## config.mk

```make
export PLATFORM = sky130hd
export DESIGN_NAME = kernel_vec_map_top
export DESIGN_NICKNAME = d
export VERILOG_FILES = /design/src/rtl/kernel_vec_map_top.sv
export SDC_FILE = /design/constraint.sdc
export NUM_CORES = 1
export LEC_CHECK = 0
export ABC_AREA = 1
export CORE_ASPECT_RATIO = 0.5
export CORE_MARGIN = 10
export CORE_UTILIZATION = 45
export DETAILED_ROUTE_END_ITERATION = 8
export PLACE_DENSITY = 0.69
export REMOVE_ABC_BUFFERS = 1
export SLEW_MARGIN = 40
export SYNTH_ARGS = -nofsm -noshare
export SYNTH_HDL_FRONTEND = slang
export SYNTH_SLANG_ARGS = --single-unit
```

## constraint.sdc

```tcl
create_clock -name clk -period 25.3 [get_ports clk]
set_clock_uncertainty 0.15 [all_clocks]
set_input_delay 3.795 -clock clk [delete_from_list [all_inputs] [get_ports clk]]
set_output_delay 3.795 -clock clk [all_outputs]
set_load 0.02 [all_outputs]
```

## src/rtl/kernel_vec_map_top.sv

```systemverilog
// kernel_vec_map_top: NLANES-wide elementwise binary map (add/mul/sub) through a
// LAT-stage valid/ready pipeline, with an output beat counter and a per-frame
// done pulse. All stages advance together on a single global enable.
module kernel_vec_map_top #(
  parameter int STREAMW = 32,
  parameter int NLANES  = 4,
  parameter int LAT     = 3,
  parameter int OP      = 0,
  parameter int NELEM   = 1024,
  parameter int CNTW    = 16
) (
  input  logic                        clk,
  input  logic                        rst,
  input  logic                        ivalid,
  output logic                        iready,
  input  logic [NLANES*STREAMW-1:0]   in_a,
  input  logic [NLANES*STREAMW-1:0]   in_b,
  output logic                        ovalid,
  input  logic                        oready,
  output logic [NLANES*STREAMW-1:0]   out_v,
  output logic [CNTW-1:0]             beat_cnt,
  output logic                        done
);

  localparam int VW = NLANES * STREAMW;

  // Parameter sanity checks, evaluated at elaboration.
  if (OP < 0 || OP > 2) begin : g_bad_op
    $error("kernel_vec_map_top: OP must be 0 (add), 1 (mul) or 2 (sub)");
  end
  if (LAT < 1 || LAT > 8) begin : g_bad_lat
    $error("kernel_vec_map_top: LAT must be in 1..8");
  end
  if (NELEM < 1 || (longint'(1) << CNTW) < longint'(NELEM)) begin : g_bad_cnt
    $error("kernel_vec_map_top: need NELEM >= 1 and 2**CNTW >= NELEM");
  end

  logic          en;
  logic          xfer_in;
  logic          xfer_out;
  logic [VW-1:0] op_res;
  logic [LAT-1:0] stg_vld;
  logic [VW-1:0] stg_dat [LAT];

  // The whole pipeline moves when the output slot is empty or being drained.
  // iready is therefore combinational from ovalid/oready.
  assign en       = ~ovalid | oready;
  assign iready   = en & ~rst;
  assign xfer_in  = ivalid & iready;
  assign xfer_out = ovalid & oready;

  assign ovalid = stg_vld[LAT-1];
  assign out_v  = stg_dat[LAT-1];

  // Lane-wise operation; results truncate to STREAMW bits, no cross-lane carry.
  always_comb begin
    // NOTE: every combinational output gets a default first so no latch is inferred.
    op_res = '0;
    for (int i = 0; i < NLANES; i++) begin
      case (OP)
        0:       op_res[i*STREAMW +: STREAMW] = in_a[i*STREAMW +: STREAMW] + in_b[i*STREAMW +: STREAMW];
        1:       op_res[i*STREAMW +: STREAMW] = in_a[i*STREAMW +: STREAMW] * in_b[i*STREAMW +: STREAMW];
        default: op_res[i*STREAMW +: STREAMW] = in_a[i*STREAMW +: STREAMW] - in_b[i*STREAMW +: STREAMW];
      endcase
    end
  end

  // Pipeline stages: stage 0 captures the result, later stages only delay.
  always_ff @(posedge clk) begin
    if (rst) begin
      stg_vld <= '0;
      // NOTE: the data registers are cleared too because out_v must read zero after
      // reset; this is a small register pipeline, not a RAM, so the reset is cheap.
      for (int i = 0; i < LAT; i++) stg_dat[i] <= '0;
    end else if (en) begin
      // NOTE: non-blocking assignments let every stage read its predecessor's old value.
      stg_vld[0] <= xfer_in;
      stg_dat[0] <= op_res;
      for (int i = 1; i < LAT; i++) begin
        stg_vld[i] <= stg_vld[i-1];
        stg_dat[i] <= stg_dat[i-1];
      end
    end
  end

  // Output beat counter and registered end-of-frame pulse.
  always_ff @(posedge clk) begin
    if (rst) begin
      beat_cnt <= '0;
      done     <= 1'b0;
    end else begin
      done <= 1'b0;
      if (xfer_out) begin
        if (beat_cnt == CNTW'(NELEM - 1)) begin
          beat_cnt <= '0;
          done     <= 1'b1;
        end else begin
          beat_cnt <= beat_cnt + CNTW'(1);
        end
      end
    end
  end

endmodule

```

==> flow_metrics.py <==
metrics = {
    "sta": {
        "slew_violations": 0,
        "timing.final.crit_share_pct": 37.9,
        "finalSetupViolations": 0,
        "tightest_slew_ns": 0.768,
        "max_freq_mhz": 104,
        "period_minus_slack_ns": 9.58,
        "rsz0062_at_grt": "false",
        "slew_headroom_pct": 48.8,
        "hold_violations": 0,
        "setup_tns_ns": 0,
    },
    "worst_hold_path": {
        "holdPathStages": 2,
        "min_from": "stg_vld[1]",
        "timing.hold.worst.class": "flop to flop",
        "holdPathEnd": "stg_vld[1]",
    },
    "setup_path": {
        "path_max_fanout": 9,
        "crit_path_end_kind": "output pin",
        "crit_type": "input port to output pin",
        "worstPathArrival_ns": 5.63,
        "timing.rr.start": "stg_vld[2]",
        "reg2reg_slack_ns": 22.21,
        "cp.required_ns": 21.35,
        "start_kind": "input port",
        "r2r_end": "stg_dat[0][101]",
        "worstRegToRegCells": 7,
        "startpoint": "rst",
    },
    "global_routing": {
        "grt_pass1_vias": 20153,
        "grt.total_usage_pct": 19.4,
        "grt_max_degree": 110,
        "grt_pass1_wl_um": 105000,
        "antenna_found_initial": 1,
        "overflow": 0,
    },
    "run_status": {
        "status": "finished clean",
    },
    "finish": {
        "mostFrequentLayoutCells": "nand2_1, inv_1, nor2_1, clkdlybuf4s50_1, edfxtp_1",
        "drive_gt1_share_pct": 4.21,
        "fin_util_pct": 55.1,
        "area_growth_pct": 20.1,
        "layout_commonest_cell": "nand2_1",
        "multi_input_area_um2": 9830,
        "layout.nets": 3993,
        "fillerInstances": 5176,
        "regArea_um2": 11900,
    },
    "floorplan": {
        "core-area_um2": 55900,
        "die_h_um": 189,
        "row_count": 61,
        "start_util_pct": 45.9,
        "fp.dieW_um": 358,
        "die_area_um2": 67600,
        "ios": 407,
    },
    "cts": {
        "clock_latency_ns": 0.55,
        "postCtsSetupRepairBufs": 0,
        "cts.sinks": 404,
        "cts.path.max_buffers": 3,
        "numCtsBuffers": 39,
        "cts_tree": "built",
        "post_cts_resized": 0,
        "clk_pin_slew_worst_paths_ns": 0.06,
        "cts-root-buf": "clkbuf_16",
        "ctsHoldBuffers": 0,
        "htree_levels": 2,
    },
    "pwr": {
        "p_per_area_nw_per_um2": 57.5,
        "max-vdd-ir-drop_uv": 41.5,
        "power_leakage_nw": 14.9,
    },
    "synth": {
        "synth_area_um2": 25700,
        "ys_warn_count": 0,
        "avgSynthCellArea_um2": 7.73,
        "synth-edff-count": 384,
        "synth-async-reset-ratio_pct": 0,
        "ys_seq_area_share_pct": 46.5,
        "synth_cell_type_count": 34,
        "ys_ff_latch": 404,
        "ys.flop_type": "edfxtp_1",
        "synth_cells": 3319,
    },
    "run": {
        "cap_viol_max_count": 0,
    },
    "routing": {
        "wl_um": 67400,
        "drt_first_pass_iters": 6,
        "vias_per_cell": 4.68,
        "ant_nets": 0,
        "detail_route.iter0.violations": 1083,
        "drt-wirelength-per-cell_um": 15.4,
        "route.detailed.drc": 0,
        "route.vias.total": 20559,
    },
    "placed_design": {
        "gp_congestion": 0.906,
        "portBuffers": 406,
        "hpwl_um": 53600,
    },
}
final cells by class:
class | instances | share of cell area [%]
diodes | 1 | 0.00812
clock inverters | 20 | 0.645
repair buffers | 415 | 13.6
flip-flops and latches | 404 | 38.7
clock buffers | 50 | 3.40
multi-input cells | 2030 | 31.9
inverters | 714 | 8.72
well taps | 756 | 3.07
kinds of logic after synthesis:
| group | share of synthesized area (%) |
|---|---|
| and+or+nand+nor | 26.1 |
| buffers and inverters | 15.3 |
| DFF | 46.5 |
| AOI/OAI and AO/OA | 5.24 |
| adders and majority gates | 6.41 |
| xor gates and xnor gates | 0.512 |
layer usage:
metal | wire length (um) | global-route usage, %
met5 | 0 | 0
met4 | 1870 | 5.68
met3 | 2390 | 2.68
met2 | 36600 | 38.0
met1 | 26600 | 21.4
power breakdown:
part | internal [mW] | switching [mW]
logic | 0.149 | 0.227
clock network | 0.334 | 0.249
registers | 0.799 | 0.0161
synthesized netlist by cell type (2+ instances only):
cell type,count,area [um2]
xnor2_1,10,87.6
nor2_1,508,1910
o21a_1,4,30.0
nand2_1,874,3280
and2_1,24,150
xor2_1,5,43.8
nand3_2,10,100
inv_1,703,2640
edfxtp_1,384,11500
ha_1,125,1560
nor3_1,17,85.1
nand2_2,25,156
o21ai_0,54,270
nand3_1,117,586
nor3_2,10,100
nand4_1,21,131
inv_2,11,41.3
nor2_2,23,144
a21oi_1,166,831
fa_1,4,80.1
dfxtp_1,20,400
o21bai_1,18,135
buf_4,130,976
buf_6,10,113
a21oi_2,4,35.0
a21o_1,4,30.0
nor2_4,2,22.5
buf_2,26,130
clkbuf_1,5,18.8
critical path: stages:
cell and delay, ns:
clkdlybuf4s50_1 0.60, nor2_4 0.50, clkdlybuf4s50_1 0.71
registers in the layout, summed over array words and instances, names as in the netlist:
name and cells:
stg_vld 3, beat_cnt 16, stg_dat 384, done 1
metrics by stage:
stage	hold WS (ns)	instances	total power, mW	cell area [um2]	worst slack (ns)
4_1_cts	0.326	4389	1.79	30800	15.70
3_3_place_gp	0.307	4317	1.20	29500	15.71
5_1_grt	0.349	4390	1.87	30800	15.65
2_1_floorplan	0.294	3148	1.06	24400	11.88
6_report	0.326	4390	1.77	30800	15.72
3_5_place_dp	0.316	4319	1.21	29600	15.71
worst max path at each step:
stage / end / depth (start not counted)
after floorplan: stg_vld[2] / 3
after global placement: iready / 3
after detailed placement: iready / 3
after CTS: iready / 3
after global routing: iready / 3
final: iready / 3
(Power assumes the default switching activity.)
